[src/rtl/result_writer.sv]
// -----------------------------------------------------------------------------
// result_writer
//
// Purpose:
//   Tail-end capture buffer for the convolution datapath. After a start pulse
//   it accepts one frame of DEPTH pixels over a valid/ready stream and writes
//   them to sequential addresses 0..DEPTH-1 of an internal frame buffer. When
//   the frame is complete it raises done. A registered readback port lets
//   downstream logic or a bench dump the captured frame.
//
// Ports:
//   clk       in   1       system clock, rising edge
//   reset     in   1       asynchronous, active-low reset
//   start     in   1       one-cycle pulse; arms a new frame capture
//                          (ignored while a capture is in progress)
//   in_valid  in   1       input pixel valid
//   in_data   in   DATA_W  input pixel value, stored unmodified
//   in_ready  out  1       a pixel can be accepted this cycle (WRITE state)
//   busy      out  1       capture in progress (WRITE state)
//   done      out  1       frame complete; held until the next start
//   overflow  out  1       sticky: in_valid seen while in_ready was low
//   wr_count  out  ADDR_W  pixels written in the current frame (ends at DEPTH)
//   rd_addr   in   ADDR_W  readback address
//   rd_data   out  DATA_W  readback data, one cycle after rd_addr;
//                          zero for addresses >= DEPTH
// -----------------------------------------------------------------------------
module result_writer #(
    parameter int DEPTH  = 540,
    parameter int DATA_W = 9,
    parameter int ADDR_W = 11
) (
    input  logic              clk,
    input  logic              reset,
    input  logic              start,
    input  logic              in_valid,
    input  logic [DATA_W-1:0] in_data,
    output logic              in_ready,
    output logic              busy,
    output logic              done,
    output logic              overflow,
    output logic [ADDR_W-1:0] wr_count,
    input  logic [ADDR_W-1:0] rd_addr,
    output logic [DATA_W-1:0] rd_data
);

    // Index width actually needed to address the frame buffer. It is never
    // wider than ADDR_W because 2^ADDR_W >= DEPTH.
    localparam int IDX_W = (DEPTH > 1) ? $clog2(DEPTH) : 1;

    // Highest valid buffer address, expressed at address width so that all
    // comparisons below stay width-matched.
    localparam logic [ADDR_W-1:0] LAST_ADDR = ADDR_W'(DEPTH - 1);

    // FSM encoding
    localparam logic [1:0] ST_IDLE  = 2'd0;
    localparam logic [1:0] ST_WRITE = 2'd1;
    localparam logic [1:0] ST_DONE  = 2'd2;

    // -------------------------------------------------------------------------
    // State and storage
    // -------------------------------------------------------------------------
    logic [1:0]        r_state;
    logic [ADDR_W-1:0] r_wr_count;
    logic              r_overflow;
    logic [DATA_W-1:0] r_rd_data;

    // Frame buffer: written only on accepted transfers and never reset, so it
    // maps onto block RAM with a registered read port.
    logic [DATA_W-1:0] r_mem [0:DEPTH-1];

    // -------------------------------------------------------------------------
    // Combinational decode
    // -------------------------------------------------------------------------
    logic              w_in_ready;
    logic              w_xfer;
    logic              w_start_take;
    logic              w_last;
    logic              w_drop;
    logic              w_rd_in_range;
    logic [IDX_W-1:0]  w_wr_idx;
    logic [IDX_W-1:0]  w_rd_idx;

    assign w_in_ready    = (r_state == ST_WRITE);
    assign w_xfer        = in_valid && w_in_ready;

    // start is only honoured from IDLE or DONE; a start pulse while a frame
    // is being captured has no effect.
    assign w_start_take  = start && ((r_state == ST_IDLE) || (r_state == ST_DONE));

    assign w_last        = (r_wr_count == LAST_ADDR);

    // A pixel offered while not ready is dropped and flagged.
    assign w_drop        = in_valid && !w_in_ready;

    assign w_rd_in_range = (rd_addr <= LAST_ADDR);

    // Low address bits are sufficient: writes only happen while
    // wr_count <= DEPTH-1, and reads are gated by w_rd_in_range.
    assign w_wr_idx      = r_wr_count[IDX_W-1:0];
    assign w_rd_idx      = rd_addr[IDX_W-1:0];

    // -------------------------------------------------------------------------
    // Capture FSM and write counter
    // -------------------------------------------------------------------------
    always_ff @(posedge clk or negedge reset) begin
        if (!reset) begin
            r_state    <= ST_IDLE;
            r_wr_count <= '0;
        end else begin
            case (r_state)
                ST_IDLE, ST_DONE: begin
                    if (w_start_take) begin
                        r_state    <= ST_WRITE;
                        r_wr_count <= '0;
                    end
                end
                ST_WRITE: begin
                    if (w_xfer) begin
                        // The counter deliberately runs to DEPTH on the last
                        // transfer so it reports the full frame size.
                        r_wr_count <= r_wr_count + 1'b1;
                        if (w_last) begin
                            r_state <= ST_DONE;
                        end
                    end
                end
                default: begin
                    r_state    <= ST_IDLE;
                    r_wr_count <= '0;
                end
            endcase
        end
    end

    // -------------------------------------------------------------------------
    // Sticky overflow flag
    // The start clear wins over a same-cycle drop, so a start issued together
    // with in_valid leaves overflow low.
    // -------------------------------------------------------------------------
    always_ff @(posedge clk or negedge reset) begin
        if (!reset) begin
            r_overflow <= 1'b0;
        end else if (w_start_take) begin
            r_overflow <= 1'b0;
        end else if (w_drop) begin
            r_overflow <= 1'b1;
        end
    end

    // -------------------------------------------------------------------------
    // Frame buffer write port
    // -------------------------------------------------------------------------
    always_ff @(posedge clk) begin
        if (w_xfer) begin
            r_mem[w_wr_idx] <= in_data;
        end
    end

    // -------------------------------------------------------------------------
    // Registered readback port
    // A same-address read and write in one cycle returns the old contents,
    // because the read samples the array before the write lands.
    // -------------------------------------------------------------------------
    always_ff @(posedge clk or negedge reset) begin
        if (!reset) begin
            r_rd_data <= '0;
        end else if (w_rd_in_range) begin
            r_rd_data <= r_mem[w_rd_idx];
        end else begin
            r_rd_data <= '0;
        end
    end

    // -------------------------------------------------------------------------
    // Outputs
    // -------------------------------------------------------------------------
    assign in_ready = w_in_ready;
    assign busy     = (r_state == ST_WRITE);
    assign done     = (r_state == ST_DONE);
    assign overflow = r_overflow;
    assign wr_count = r_wr_count;
    assign rd_data  = r_rd_data;

endmodule

[config.mk]
export PLATFORM = sky130hd
export DESIGN_NAME = result_writer
export DESIGN_NICKNAME = d
export VERILOG_FILES = /design/src/rtl/result_writer.sv
export SDC_FILE = /design/constraint.sdc
export NUM_CORES = 2
export LEC_CHECK = 0
export CELL_PAD_IN_SITES_DETAIL_PLACEMENT = 1
export CELL_PAD_IN_SITES_GLOBAL_PLACEMENT = 2
export CORE_ASPECT_RATIO = 2
export CORE_MARGIN = 3
export CORE_UTILIZATION = 55
export DETAILED_ROUTE_END_ITERATION = 7
export PLACE_DENSITY_LB_ADDON = 0.3
export SYNTH_ARGS = -nofsm -noshare
export SYNTH_HDL_FRONTEND = slang
export SYNTH_MEMORY_MAX_BITS = 65536
export SYNTH_SLANG_ARGS = --single-unit
[constraint.sdc]
create_clock -name clk -period 4.63 [get_ports clk]
set_input_delay 1.1575 -clock clk [delete_from_list [all_inputs] [get_ports clk]]
set_output_delay 1.1575 -clock clk [all_outputs]
set_load 0.05 [all_outputs]
==> metrics.txt <==
I/O Pins 48; unrepaired setup endpoints after global routing false; crit path cell chain buf_8 -> buf_12 -> nor2b_1 -> a22oi_1 -> nand3_1 -> nand3_1 -> a211oi_1 -> o21ai_1 -> a31oi_1; Sink Count 4,883; GP Congestion 0.9107; drt pass-1 iters 6; final worst path period share 90.76%; HP Class in2async; Synth top area share 76.57%; Syn Area/Cell 21.19 um^2; Yosys cell types 87; Min Hold Slack 0.3396 ns; sequential share of power 54.3%; Crit path required time 5.55 ns; IO buf count 47; WL met2 322.2 mm; Leakage 70.23 nW; Starting Density 55.25%; status finished, violations left; Comb pwr share 7.2%; highest signal layer in the routed design met5; final layout net count 10,100; CTS tree yes; crit-path max FO 30; crit-path max cell delay 1.05 ns; die area 0.3541 mm^2; wl on met1 199.1 mm; clock tree buffer depth 4; Rel. slew slack -6.963%; largest net degree at the start of global routing 168; Worst setup SP type input pin; Synth area leader edfxtp_1; clock slew at reported path FFs 0.07 ns; placed cell area 0.2040 mm^2; CP dominant cell by count nand3_1; clk_lat worst skew 1.01 ns; synth top area cells edfxtp_1 77%, mux4_2 11%, mux2i_1 2.6%; Via Count 104,800; Residual DRC 0; Post-synth ARST share 0.4710%; synth-to-layout area growth 13.87%; synthesized area 0.1906 mm^2; NetSw 0.02060 W; remaining antenna violation count after routing 0; FF+latch count, synth 4,883; WP data arrival 5.12 ns; core area 0.3450 mm^2; first-pass GRT wire length 889.0 mm; total track usage 36.52%; initial antenna violation count 59; Post-Syn Instances 8,996; Post-synth EDFFs 4,860; First DRT Iteration DRCs 14,560; drt via density 6.959; die width 422.3 um; vias in the first global route 108,300; Worst Path Class, Setup in2reg; total CTS buffers 402; Seq/Total Area, Yosys 76.87%; Setup violations, final 0; switching part of the total power 22.92%; synth warn 0; PwrDens 414.1 mW/mm^2; clock power share 38.5%; H-tree Lvls 5; worst slew pin tran 1.604 ns; Slew Viols, Final 59; hold bufs inserted after CTS 0; Post-synth top flop edfxtp_1; worst vdd ir 0.4947 mV; Rows 305; CP max-delay cell nor2b_1; Final Critical Period 4.202 ns; fmax 238.0 MHz; synthesized net count 9,024; Max-cap violations 0; GRT Residual Overflow 0; crit end category register; layout cells sized above 1 27.25%; Avg WL per Cell 42.93 um; routed wire length 646.6 mm; die height 838.5 um; dpl hpwl 424.3 mm; Met3 Wirelength 60.74 mm; clock skew 0.04112 ns; post-CTS setup buffers 0; Post-Layout Inst Area 0.2170 mm^2; clk root buf clkbuf_16; final hold viol count 0; failing checks slew limit; Int Power 0.06928 W; post-CTS resize count 0
-- layout by cell type (no fill, tap or decap), types with 89 or more instances in the layout --
| master | count |
|---|---|
| edfxtp_1 | 4860 |
| buf_4 | 1060 |
| mux4_2 | 915 |
| nor2_1 | 612 |
| mux2i_1 | 501 |
| clkbuf_16 | 410 |
| nand2_1 | 173 |
| a21oi_1 | 148 |
| buf_12 | 145 |
| a22oi_1 | 132 |
| mux4_1 | 116 |
| o22ai_1 | 94 |
| o21ai_0 | 89 |
-- cells by family (layout without fill, tap and decap cells) --
family | count (synthesis) | count (layout) | share of synthesized area, %
flops | 4883 | 4883 | 76.87
xor+xnor | 6 | 6 | 0.02757
mux | 1566 | 1566 | 15.24
other cells | 0 | 61 | 0
buf+inv | 593 | 1992 | 2.136
fa+ha+maj | 4 | 4 | 0.02626
simple gates | 1043 | 1043 | 2.327
compound gates | 901 | 901 | 3.373
-- critical path, delay by kind of cell --
family	cells	cell delay [ns]
compound gates	4	1.79
buf+inv	2	0.57
simple gates	3	1.52
-- flip-flops by register name, indices dropped and copies added (netlist names) --
name,cells
r_mem,4860
wr_count,11
overflow,1
rd_data,9
r_state,2
-- cells in the mapped netlist (all sizes together) (50+ instances only) --
cell type  number
a211oi         50
a21oi         149
a221oi         79
a22oi         132
buf           354
clkbuf        225
edfxtp       4860
mux2i         501
mux4         1031
nand2         177
nand3          93
nor2          617
o21ai         105
o221ai         86
o22ai          94
-- cell type report --
| cell class | instances | area, um^2 |
|---|---|---|
| tap | 4605 | 5762 |
| clock buffer | 481 | 10540 |
| fill | 28270 | 127900 |
| timing repair buffer | 1251 | 11400 |
| clock inverter | 247 | 2375 |
| multi-input combinational | 3520 | 40230 |
| antenna | 61 | 152.6 |
| sequential | 4883 | 146500 |
| inverter | 13 | 66.31 |
-- through the flow --
stage               util, %  power (W)  setup WS [ns]  cells  setup TNS (ns)
global route          62.88    0.09171         0.4739  15020               0
detailed placement    59.13    0.05609        -0.3940  14270          -1.485
CTS                   62.87    0.08992         0.5649  15000               0
finish                62.91    0.08987         0.4276  15060               0
floorplan                 -    0.05255          1.241   8996               0
global placement      59.13    0.05590        -0.4853  14270          -1.651
-- routing by layer --
| layer | vias up | global-route usage, % |
|---|---|---|
| met2 | 7722 | 59.51 |
| met3 | 2064 | 7.492 |
| met4 | 16 | 31.85 |
| met1 | 55240 | 41.08 |
| met5 | - | 0 |
| li1 | 39780 | - |
-- final timing paths --
path,from,slack [ns],endpoint,depth (start not counted)
max in group asynchronous,reset,3.65,wr_count[1]$_DFFE_PN0P_,1
min,reset,0.34,wr_count[8]$_DFFE_PN0P_,1
max,rd_addr[2],0.43,rd_data[5]$_DFF_PN0_,9
min in group clk,overflow$_DFFE_PN0P_,0.54,overflow$_DFFE_PN0P_,2
min reg2reg,overflow$_DFFE_PN0P_,0.54,overflow$_DFFE_PN0P_,2
max reg2reg,wr_count[4]$_DFFE_PN0P_,0.91,r_mem[53][2]$_DFFE_PP_,4
-- power groups by stage --
| stage | clock [W] | sequential [W] | combinational, W |
|---|---|---|---|
| global route | 0.0364 | 0.0488 | 0.00655 |
| detailed placement | 0 | 0.0498 | 0.00631 |
| finish | 0.0346 | 0.0488 | 0.00649 |
| floorplan | 0 | 0.0498 | 0.00272 |
| global placement | 0 | 0.0498 | 0.00613 |
| CTS | 0.0348 | 0.0488 | 0.00634 |
Power figures use the tool's default switching activity.
